[src/rtl/transport_pkg.sv]
// Shared types and default constants for the beat-looper transport.
package transport_pkg;

    localparam int unsigned TEMPO_W_DEF       = 33;
    localparam int unsigned TEMPO_DEFAULT_DEF = 1687500;
    localparam int unsigned TEMPO_MIN_DEF     = 687500;
    localparam int unsigned TEMPO_MAX_DEF     = 4687500;
    localparam int unsigned STEP_W_DEF        = 7;
    localparam int unsigned BAR_STEPS_DEF     = 16;

    typedef enum logic [2:0] {
        ST_STOPPED   = 3'd0,
        ST_PAUSED    = 3'd1,
        ST_COUNT_IN  = 3'd2,
        ST_PLAYING   = 3'd3,
        ST_ARMED     = 3'd4,
        ST_RECORDING = 3'd5
    } state_e;

    // States in which the step timer counts
    function automatic logic timer_runs(input state_e s);
        return (s == ST_COUNT_IN) || (s == ST_PLAYING) ||
               (s == ST_ARMED)    || (s == ST_RECORDING);
    endfunction

    // States in which the loop is audibly advancing
    function automatic logic is_playing(input state_e s);
        return (s == ST_PLAYING) || (s == ST_ARMED) || (s == ST_RECORDING);
    endfunction

endpackage

[src/rtl/transport_controller_step_timer.sv]
// Loadable down-counter that fires a tick each time it expires while running.
module step_timer #(
    parameter int unsigned W = 33
) (
    input  logic         clock,
    input  logic         resetn,
    input  logic         run_i,
    input  logic         load_i,
    input  logic         clear_i,
    input  logic [W-1:0] load_val_i,
    output logic         tick_c
);

    logic [W-1:0] cnt_q;
    logic [W-1:0] cnt_d;

    // Expiry is a pure function of the count so the FSM can react in the same cycle
    assign tick_c = run_i && (cnt_q == '0);

    // Next count: clear beats load beats normal countdown/reload
    always_comb begin
        cnt_d = cnt_q;
        if (clear_i) begin
            cnt_d = '0;
        end else if (load_i) begin
            cnt_d = load_val_i;
        end else if (run_i) begin
            if (cnt_q == '0) begin
                cnt_d = load_val_i;
            end else begin
                cnt_d = cnt_q - W'(1);
            end
        end
    end

    // Count register
    always_ff @(posedge clock or negedge resetn) begin
        if (!resetn) begin
            cnt_q <= '0;
        end else begin
            cnt_q <= cnt_d;
        end
    end

endmodule

[src/rtl/transport_controller.sv]
// Transport FSM, tempo register and step counter for the beat looper.
module transport_controller
    import transport_pkg::*;
#(
    parameter int unsigned TEMPO_W       = TEMPO_W_DEF,
    parameter int unsigned TEMPO_DEFAULT = TEMPO_DEFAULT_DEF,
    parameter int unsigned TEMPO_MIN     = TEMPO_MIN_DEF,
    parameter int unsigned TEMPO_MAX     = TEMPO_MAX_DEF,
    parameter int unsigned STEP_W        = STEP_W_DEF,
    parameter int unsigned BAR_STEPS     = BAR_STEPS_DEF
) (
    input  logic               clock,
    input  logic               resetn,
    input  logic               play_btn,
    input  logic               stop_btn,
    input  logic               rec_btn,
    input  logic               faster,
    input  logic               slower,
    output logic [STEP_W-1:0]  step,
    output logic               step_tick,
    output logic               loop_wrap,
    output logic               playing,
    output logic               recording,
    output logic               armed,
    output logic               count_in,
    output logic [TEMPO_W-1:0] tempo
);

    localparam int unsigned        CIN_W     = $clog2(BAR_STEPS) + 1;
    localparam logic [CIN_W-1:0]   CIN_LAST  = CIN_W'(BAR_STEPS - 1);
    localparam logic [STEP_W-1:0]  BAR_MASK  = STEP_W'(BAR_STEPS - 1);
    localparam logic [TEMPO_W-1:0] TEMPO_RST = TEMPO_W'(TEMPO_DEFAULT);
    localparam logic [TEMPO_W-1:0] TEMPO_LO  = TEMPO_W'(TEMPO_MIN);
    localparam logic [TEMPO_W-1:0] TEMPO_HI  = TEMPO_W'(TEMPO_MAX);

    state_e             state_q, state_d;
    logic [STEP_W-1:0]  step_q, step_d, step_next_c;
    logic [CIN_W-1:0]   cin_q, cin_d;
    logic [TEMPO_W-1:0] tempo_q, tempo_d;
    logic               advance_c;
    logic               tick_c;
    logic               step_tick_q, loop_wrap_q;
    logic               playing_q, recording_q, armed_q, count_in_q;

    step_timer #(
        .W (TEMPO_W)
    ) u_step_timer (
        .clock      (clock),
        .resetn     (resetn),
        .run_i      (timer_runs(state_q)),
        .load_i     (!timer_runs(state_q) && timer_runs(state_d)),
        .clear_i    (stop_btn),
        .load_val_i (tempo_q),
        .tick_c     (tick_c)
    );

    assign step_next_c = step_q + STEP_W'(1);

    // Saturating tempo nudge; opposing or absent requests hold
    always_comb begin
        tempo_d = tempo_q;
        if (faster && !slower && (tempo_q > TEMPO_LO)) begin
            tempo_d = tempo_q - TEMPO_W'(1);
        end else if (slower && !faster && (tempo_q < TEMPO_HI)) begin
            tempo_d = tempo_q + TEMPO_W'(1);
        end
    end

    // Transport next-state: stop > play > rec, then timer ticks
    always_comb begin
        state_d   = state_q;
        step_d    = step_q;
        cin_d     = cin_q;
        advance_c = 1'b0;
        if (stop_btn) begin
            state_d = ST_STOPPED;
            step_d  = '0;
            cin_d   = '0;
        end else begin
            case (state_q)
                ST_STOPPED: begin
                    if (play_btn) begin
                        state_d = ST_PLAYING;
                    end else if (rec_btn) begin
                        state_d = ST_COUNT_IN;
                        cin_d   = '0;
                    end
                end
                ST_PAUSED: begin
                    if (play_btn) state_d = ST_PLAYING;
                end
                ST_COUNT_IN: begin
                    if (tick_c) begin
                        if (cin_q == CIN_LAST) begin
                            state_d = ST_RECORDING;
                            cin_d   = '0;
                        end else begin
                            cin_d = cin_q + CIN_W'(1);
                        end
                    end
                end
                ST_PLAYING, ST_ARMED, ST_RECORDING: begin
                    // Pausing freezes the loop, so a coincident tick is dropped
                    if (play_btn) begin
                        state_d = ST_PAUSED;
                    end else begin
                        advance_c = tick_c;
                        if (rec_btn) begin
                            state_d = (state_q == ST_PLAYING) ? ST_ARMED : ST_PLAYING;
                        end else if (tick_c && (state_q == ST_ARMED) &&
                                     ((step_next_c & BAR_MASK) == '0)) begin
                            state_d = ST_RECORDING;
                        end else if (tick_c && (state_q == ST_RECORDING) &&
                                     (step_next_c == '0)) begin
                            state_d = ST_PLAYING;
                        end
                    end
                end
                default: state_d = ST_STOPPED;
            endcase
        end
        if (advance_c) step_d = step_next_c;
    end

    // State, counters and registered outputs
    always_ff @(posedge clock or negedge resetn) begin
        if (!resetn) begin
            state_q     <= ST_STOPPED;
            step_q      <= '0;
            cin_q       <= '0;
            tempo_q     <= TEMPO_RST;
            step_tick_q <= 1'b0;
            loop_wrap_q <= 1'b0;
            playing_q   <= 1'b0;
            recording_q <= 1'b0;
            armed_q     <= 1'b0;
            count_in_q  <= 1'b0;
        end else begin
            state_q     <= state_d;
            step_q      <= step_d;
            cin_q       <= cin_d;
            tempo_q     <= tempo_d;
            step_tick_q <= advance_c;
            loop_wrap_q <= advance_c && (step_next_c == '0);
            playing_q   <= is_playing(state_d);
            recording_q <= (state_d == ST_RECORDING);
            armed_q     <= (state_d == ST_ARMED);
            count_in_q  <= (state_d == ST_COUNT_IN);
        end
    end

    assign step      = step_q;
    assign step_tick = step_tick_q;
    assign loop_wrap = loop_wrap_q;
    assign playing   = playing_q;
    assign recording = recording_q;
    assign armed     = armed_q;
    assign count_in  = count_in_q;
    assign tempo     = tempo_q;

endmodule

[config.mk]
export PLATFORM = sky130hd
export DESIGN_NAME = transport_controller
export DESIGN_NICKNAME = d
export VERILOG_FILES = /design/src/rtl/transport_pkg.sv /design/src/rtl/transport_controller_step_timer.sv /design/src/rtl/transport_controller.sv
export SDC_FILE = /design/constraint.sdc
export NUM_CORES = 1
export LEC_CHECK = 0
export CAP_MARGIN = 30
export CORE_MARGIN = 4
export CORE_UTILIZATION = 35
export CTS_CLUSTER_DIAMETER = 100
export CTS_CLUSTER_SIZE = 28
export DETAILED_ROUTE_END_ITERATION = 8
export PLACE_DENSITY = 0.49
export SLEW_MARGIN = 20
export SYNTH_ARGS = -nofsm -noshare
export SYNTH_HDL_FRONTEND = slang
export SYNTH_SLANG_ARGS = --single-unit
[constraint.sdc]
create_clock -name clock -period 9.7 [get_ports clock]
set_clock_uncertainty 0.2 [all_clocks]
set_input_delay 1.94 -clock clock [delete_from_list [all_inputs] [get_ports clock]]
set_output_delay 1.94 -clock clock [all_outputs]
set_load 0.1 [all_outputs]
After elaboration in Yosys (flattened, before gate mapping)
Index checks and enable logic that the tools add are counted.
- bits in latches: 0
- memories kept: 0
- output and inout bits: 46
- input bits: 7
- bits in read-only memories: 0
- logic and storage cells: 92
- memory bits (writable): 0
- bits in registers: 87
- reduce and logical (&&, ||, !) cells: 32
- add/subtract/negate cells: 5
- muxes and demuxes: 29
- equal/unequal tests: 13
- multipliers: 0
- bitwise gates (word level): 0
- magnitude comparators: 2
- divide/modulo/power cells: 0
- shifts and indexed selects: 0
- operator list (cell ; number):
    33-bit 2-to-1 mux ; 6
    33-bit by 1-bit subtractor with 33-bit output, second input constant ; 2
    33-bit by 1-bit adder with 33-bit output, second input constant ; 1
    33-bit by 20-bit greater-than comparator with 1-bit output, second input constant ; 1
    33-bit zero test ; 1
    33-bit by 23-bit < comparator with 1-bit output, second input constant ; 1
    3-bit 2-to-1 mux ; 11
    5-bit 2-to-1 mux ; 5
    7-bit zero test ; 2
    7-bit 2-to-1 mux ; 2
    3-bit by 2-bit == test with 1-bit output, second input constant ; 4
    3-bit == test, second input constant ; 4
    3-bit one-hot mux with 4 select lines ; 1
    1-bit logical AND ; 11
    5-bit one-hot mux with 2 select lines ; 1
    3-bit != test, second input constant ; 3
    1-bit logical OR ; 8
    7-bit by 1-bit adder with 7-bit output, second input constant ; 1
    3-bit nonzero test ; 2
    5-bit by 1-bit adder with 5-bit output, second input constant ; 1
    5-bit by 4-bit == test with 1-bit output, second input constant ; 1
    4-bit AND reduction ; 1
    2-bit nonzero test ; 2
    3-bit by 1-bit == test with 1-bit output, second input constant ; 1
    4 further kinds ; 8

Longest topological paths before layout
- depth in word-level cells: 20
- depth in mapped cells: 15
- mapped depth without buffers: 15

Cells and area by module
A second synthesis with hierarchy kept.
- cells, all modules: 751
- area, all modules: 6369.9 um2
- by module, submodules not included (module ; area each (um2) ; seq. area each (um2) ; instances ; cells each):
    transport_controller ; 4197.8 ; 1368.8 ; 1 ; 503
    step_timer ; 2172.1 ; 825.8 ; 1 ; 248

Worst setup path after synthesis
Ideal clock, no wire load.
- path kind: input-to-reg
- start: input faster
- end: register tempo_q[25], in the netlist tempo[25]
- stages on the path: 12
- path buffers: 0
- data required time: 9.363 ns
- arrival time: 4.899 ns
- path slack: 4.465 ns
- cell sequence: nor2b_1 > nand2_1 > inv_1 > ha_1 > and4_1 > a21o_1 > a221o_1 > a211oi_1 > o211ai_1 > a31oi_1 > xor2_1 > o21ai_0
- cells in the longest elaborated chain, start to end: 4
- elaborated cells on any way between the ends: 7
- classes of those cells: 1 x mux; 6 x reduce/logical
- ends and longest elaborated chain (item ; line ; RTL):
    start, declared ; transport_controller.sv:17 ; input logic faster,
    1-bit zero test ; transport_controller.sv:64 ; end else if (slower && !faster && (tempo_q < TEMPO_HI)) begin
    1-bit logical AND (2 in a row) ; transport_controller.sv:64 ;
    2-bit nonzero test (no line) ; n/a ;
    end signal, assigned ; transport_controller.sv:142 ; tempo_q <= tempo_d;
    end, declared ; transport_controller.sv:39 ; logic [TEMPO_W-1:0] tempo_q, tempo_d;
Parallel ways exist; a longest one is shown, timed or not.
A chain may end at the register's enable or synchronous reset.

Worst setup path in the final report
- start: input faster
- end: register tempo_q[32], in the netlist tempo[32]
The elaborated chain is that of the path after synthesis.

==> run summary <==
run status: complete, no violations
period utilization: 58.1%
Worst path max stage delay: 0.46 ns
Internal: 1260 uW
hold slack: 0.293 ns
Final nets: 852
Max VDD drop: 0.000215 V
layout cells sized above 1: 5.77%
largest net degree at the start of global routing: 61
Final setup violation count: 0
fmax: 178 MHz
main flop type after synthesis: dfrtp_1
TritonRoute pass-1 iters: 4
CTS resizes: 0
core area: 17400 um^2
Synth Register Bits: 87
post-DR wirelength/cell: 17.1 um
IO Port Bufs: 52
RSZ-0062 raised after global routing: false
R2R Path End: tempo[32]
worst r2r path cells: 16
Comb pwr share: 61.3%
first-pass GRT wire length: 29.9 mm
vias in the first global route: 5885
CTS tree: yes
WP data arrival: 5.69 ns
Mapped Area: 6220 um^2
ys async rst share: 100%
hold path endpoint: cin_q[4]
Avg Synthesized Cell Area: 8.14 um^2
CP max FO: 26
# IOs: 53
diode count: 0
Critical Path RT: 9.76 ns
Routed Antenna Nets: 0
Max H-tree Level: 3
Critical R2R Launch: tempo[3]
clk sink count: 87
worst-margin pin slew: 0.990 ns
later-pin clock latency in the skew report: 0.34 ns
Crit. Startpoint: faster
Crit-path slowest cell: clkdlybuf4s50_1
Switching Power: 1550 uW
Post-DP HPWL: 12.8 mm
post-CTS setup buffers: 0
Filler Cell Count: 1753
HP Start: cin_q[4]
Starting Density: 35.8%
clock root buffer: clkbuf_16
Clk pwr share: 12.5%
TNS Setup: 0 ns
die area: 20000 um^2
Max-slew headroom: 33.8%
reg-to-reg slack, setup: 4.67 ns
hold path depth: 1
routed vias: 5825
post-synthesis sequential area ratio: 35.3%
worst-path cell chain: clkdlybuf4s50_1, nor2b_1, nand2_1, inv_1, buf_4, ha_1, a211oi_1, o211ai_1, nor2_1, and3_1, nor3b_1, o211a_1, o32ai_1, a21boi_0
Hold/Removal Path Class: reg2reg
PwrDens: 387 nW/um^2
Sw Ratio: 55.0%
Fin. Hold Viols: 0
GPL Wtd Cong: 0.850
DR iter-0 viols: 350
# Max-Cap Violations: 0
nature of the critical path startpoint: input pin
total track usage: 18.3%
vias per inst: 5.61
crit path capture type: flop
worst setup path class: in2reg
Clock transition at path regs: 0.06 ns
syn_nets: 807
TritonCTS Buffers: 9
Distinct cells, synth: 71
critical path's top delay family: compound AO/OA/AOI/OAI gates
Pleak: 0.00310 uW
initial antenna violation count: 0
Bufs and invs on worst path: 3
sequential share of power: 26.1%
Syn Inst Count: 764
final wirelength: 17.7 mm
die width: 141 um
num rows: 48
number of synthesized flops with an enable pin: 0
Yosys warnings: 0
Tmin final: 5.63 ns
Final Max Slew Viols: 0
Final Core Density: 41.8%
Die Y: 141 um
GRT overflow: 0
layout overhead on the synthesized area: 16.7%
drt drc: 0
Max clock buf depth: 2
hold_buf cts: 0
==> power by group through the flow <==
stage / Sequential (uW) / Combinational (uW) / Clock, uW
6_report: 734 / 1720 / 352
5_1_grt: 759 / 1890 / 379
4_1_cts: 731 / 1730 / 366
3_5_place_dp: 735 / 1720 / 0
3_3_place_gp: 732 / 1710 / 0
2_1_floorplan: 1140 / 888 / 0
==> registers in the layout, indices dropped and copies added, names as in the netlist <==
| name | count |
|---|---|
| tempo | 33 |
| armed | 1 |
| cin_q | 5 |
| count_in | 1 |
| loop_wrap | 1 |
| u_step_timer.cnt_q | 33 |
| step | 7 |
| state_q | 3 |
| step_tick | 1 |
| playing | 1 |
| recording | 1 |
==> cell usage in the layout, fill, tap and decap left out, drive strengths merged, types with 14 or more instances in the layout <==
cell             n
a21oi           73
nor4            20
xor2            15
dfstp           14
inv             28
o21ai          106
dfrtp           73
ha              35
xnor2           17
nand3           20
nor3            22
clkdlybuf4s50   51
clkbuf          15
nand2           75
nor2            81
==> per-layer routing <==
layer	up-vias	track usage (%)	wire length [um]
met2	123	29.7	8230
met3	17	2.63	694
met4	0	5.92	276
li1	2907	-	-
met1	2778	25.1	8520
met5	-	0	0
==> metrics by stage <==
stage | cell area, um^2 | std cells | power, uW | worst slack (ns)
floorplan | 6220 | 764 | 2020 | 4.46
global placement | 6940 | 1021 | 2450 | 3.82
detailed placement | 6960 | 1022 | 2460 | 3.72
CTS | 7240 | 1038 | 2830 | 4.07
global route | 7260 | 1039 | 3030 | 3.70
finish | 7260 | 1039 | 2810 | 4.07
==> worst reg2reg max path: cells and delay by family, from the launching register on <==
kind	cells	cell delay, ns
DFF	1	0.62
and+or+nand+nor	4	0.77
adders and majority gates	1	0.36
AOI/OAI and AO/OA	9	2.30
buffers and inverters	2	0.69
==> area by class of cell <==
class	count	area (um^2)	share of cell area, %
clock buffer	15	258	3.55
clock inverter	1	30.0	0.414
inverter	28	105	1.45
multi-input combinational	624	3800	52.4
sequential	87	2190	30.2
tap	225	282	3.88
timing repair buffer	59	586	8.07
==> how the worst max path moves through the flow <==
stage          cells after the start        end
2_1_floorplan                     12  tempo[25]
3_3_place_gp                      13  tempo[25]
3_5_place_dp                      14  tempo[32]
4_1_cts                           14  tempo[32]
5_1_grt                           14  tempo[32]
6_report                          14  tempo[32]
==> synth_stat cells (all sizes together), types with 8 or more instances <==
master  number  share of area (%)
nand2       75                4.5
nor3        22                1.8
ha          35                7.0
a31oi       10                1.0
buf         13                1.4
clkbuf      12               0.72
xnor2       17                2.4
xor2        15                2.1
dfrtp       73                 29
o21ai      106                8.5
or4          9                1.1
a21oi       73                5.9
dfstp       14                5.9
nand3       20                1.6
nor4        20                2.3
nor2b        8               0.80
inv         28                1.7
nor2        81                4.9
o31ai       10                1.2
a21o        11                1.3
==> cells by family (layout without fill, tap and decap cells) <==
family / after synthesis / after routing / synth area share (%)
adder cells (fa/ha/maj): 36 / 36 / 7.36
multiplexers: 5 / 5 / 0.925
AND/OR/NAND/NOR: 287 / 287 / 23.1
flip-flops: 87 / 87 / 35.3
buffers and inverters: 53 / 103 / 3.80
AO/OA/AOI/OAI: 264 / 264 / 25.1
XOR/XNOR: 32 / 32 / 4.50
(Power assumes the default switching activity.)
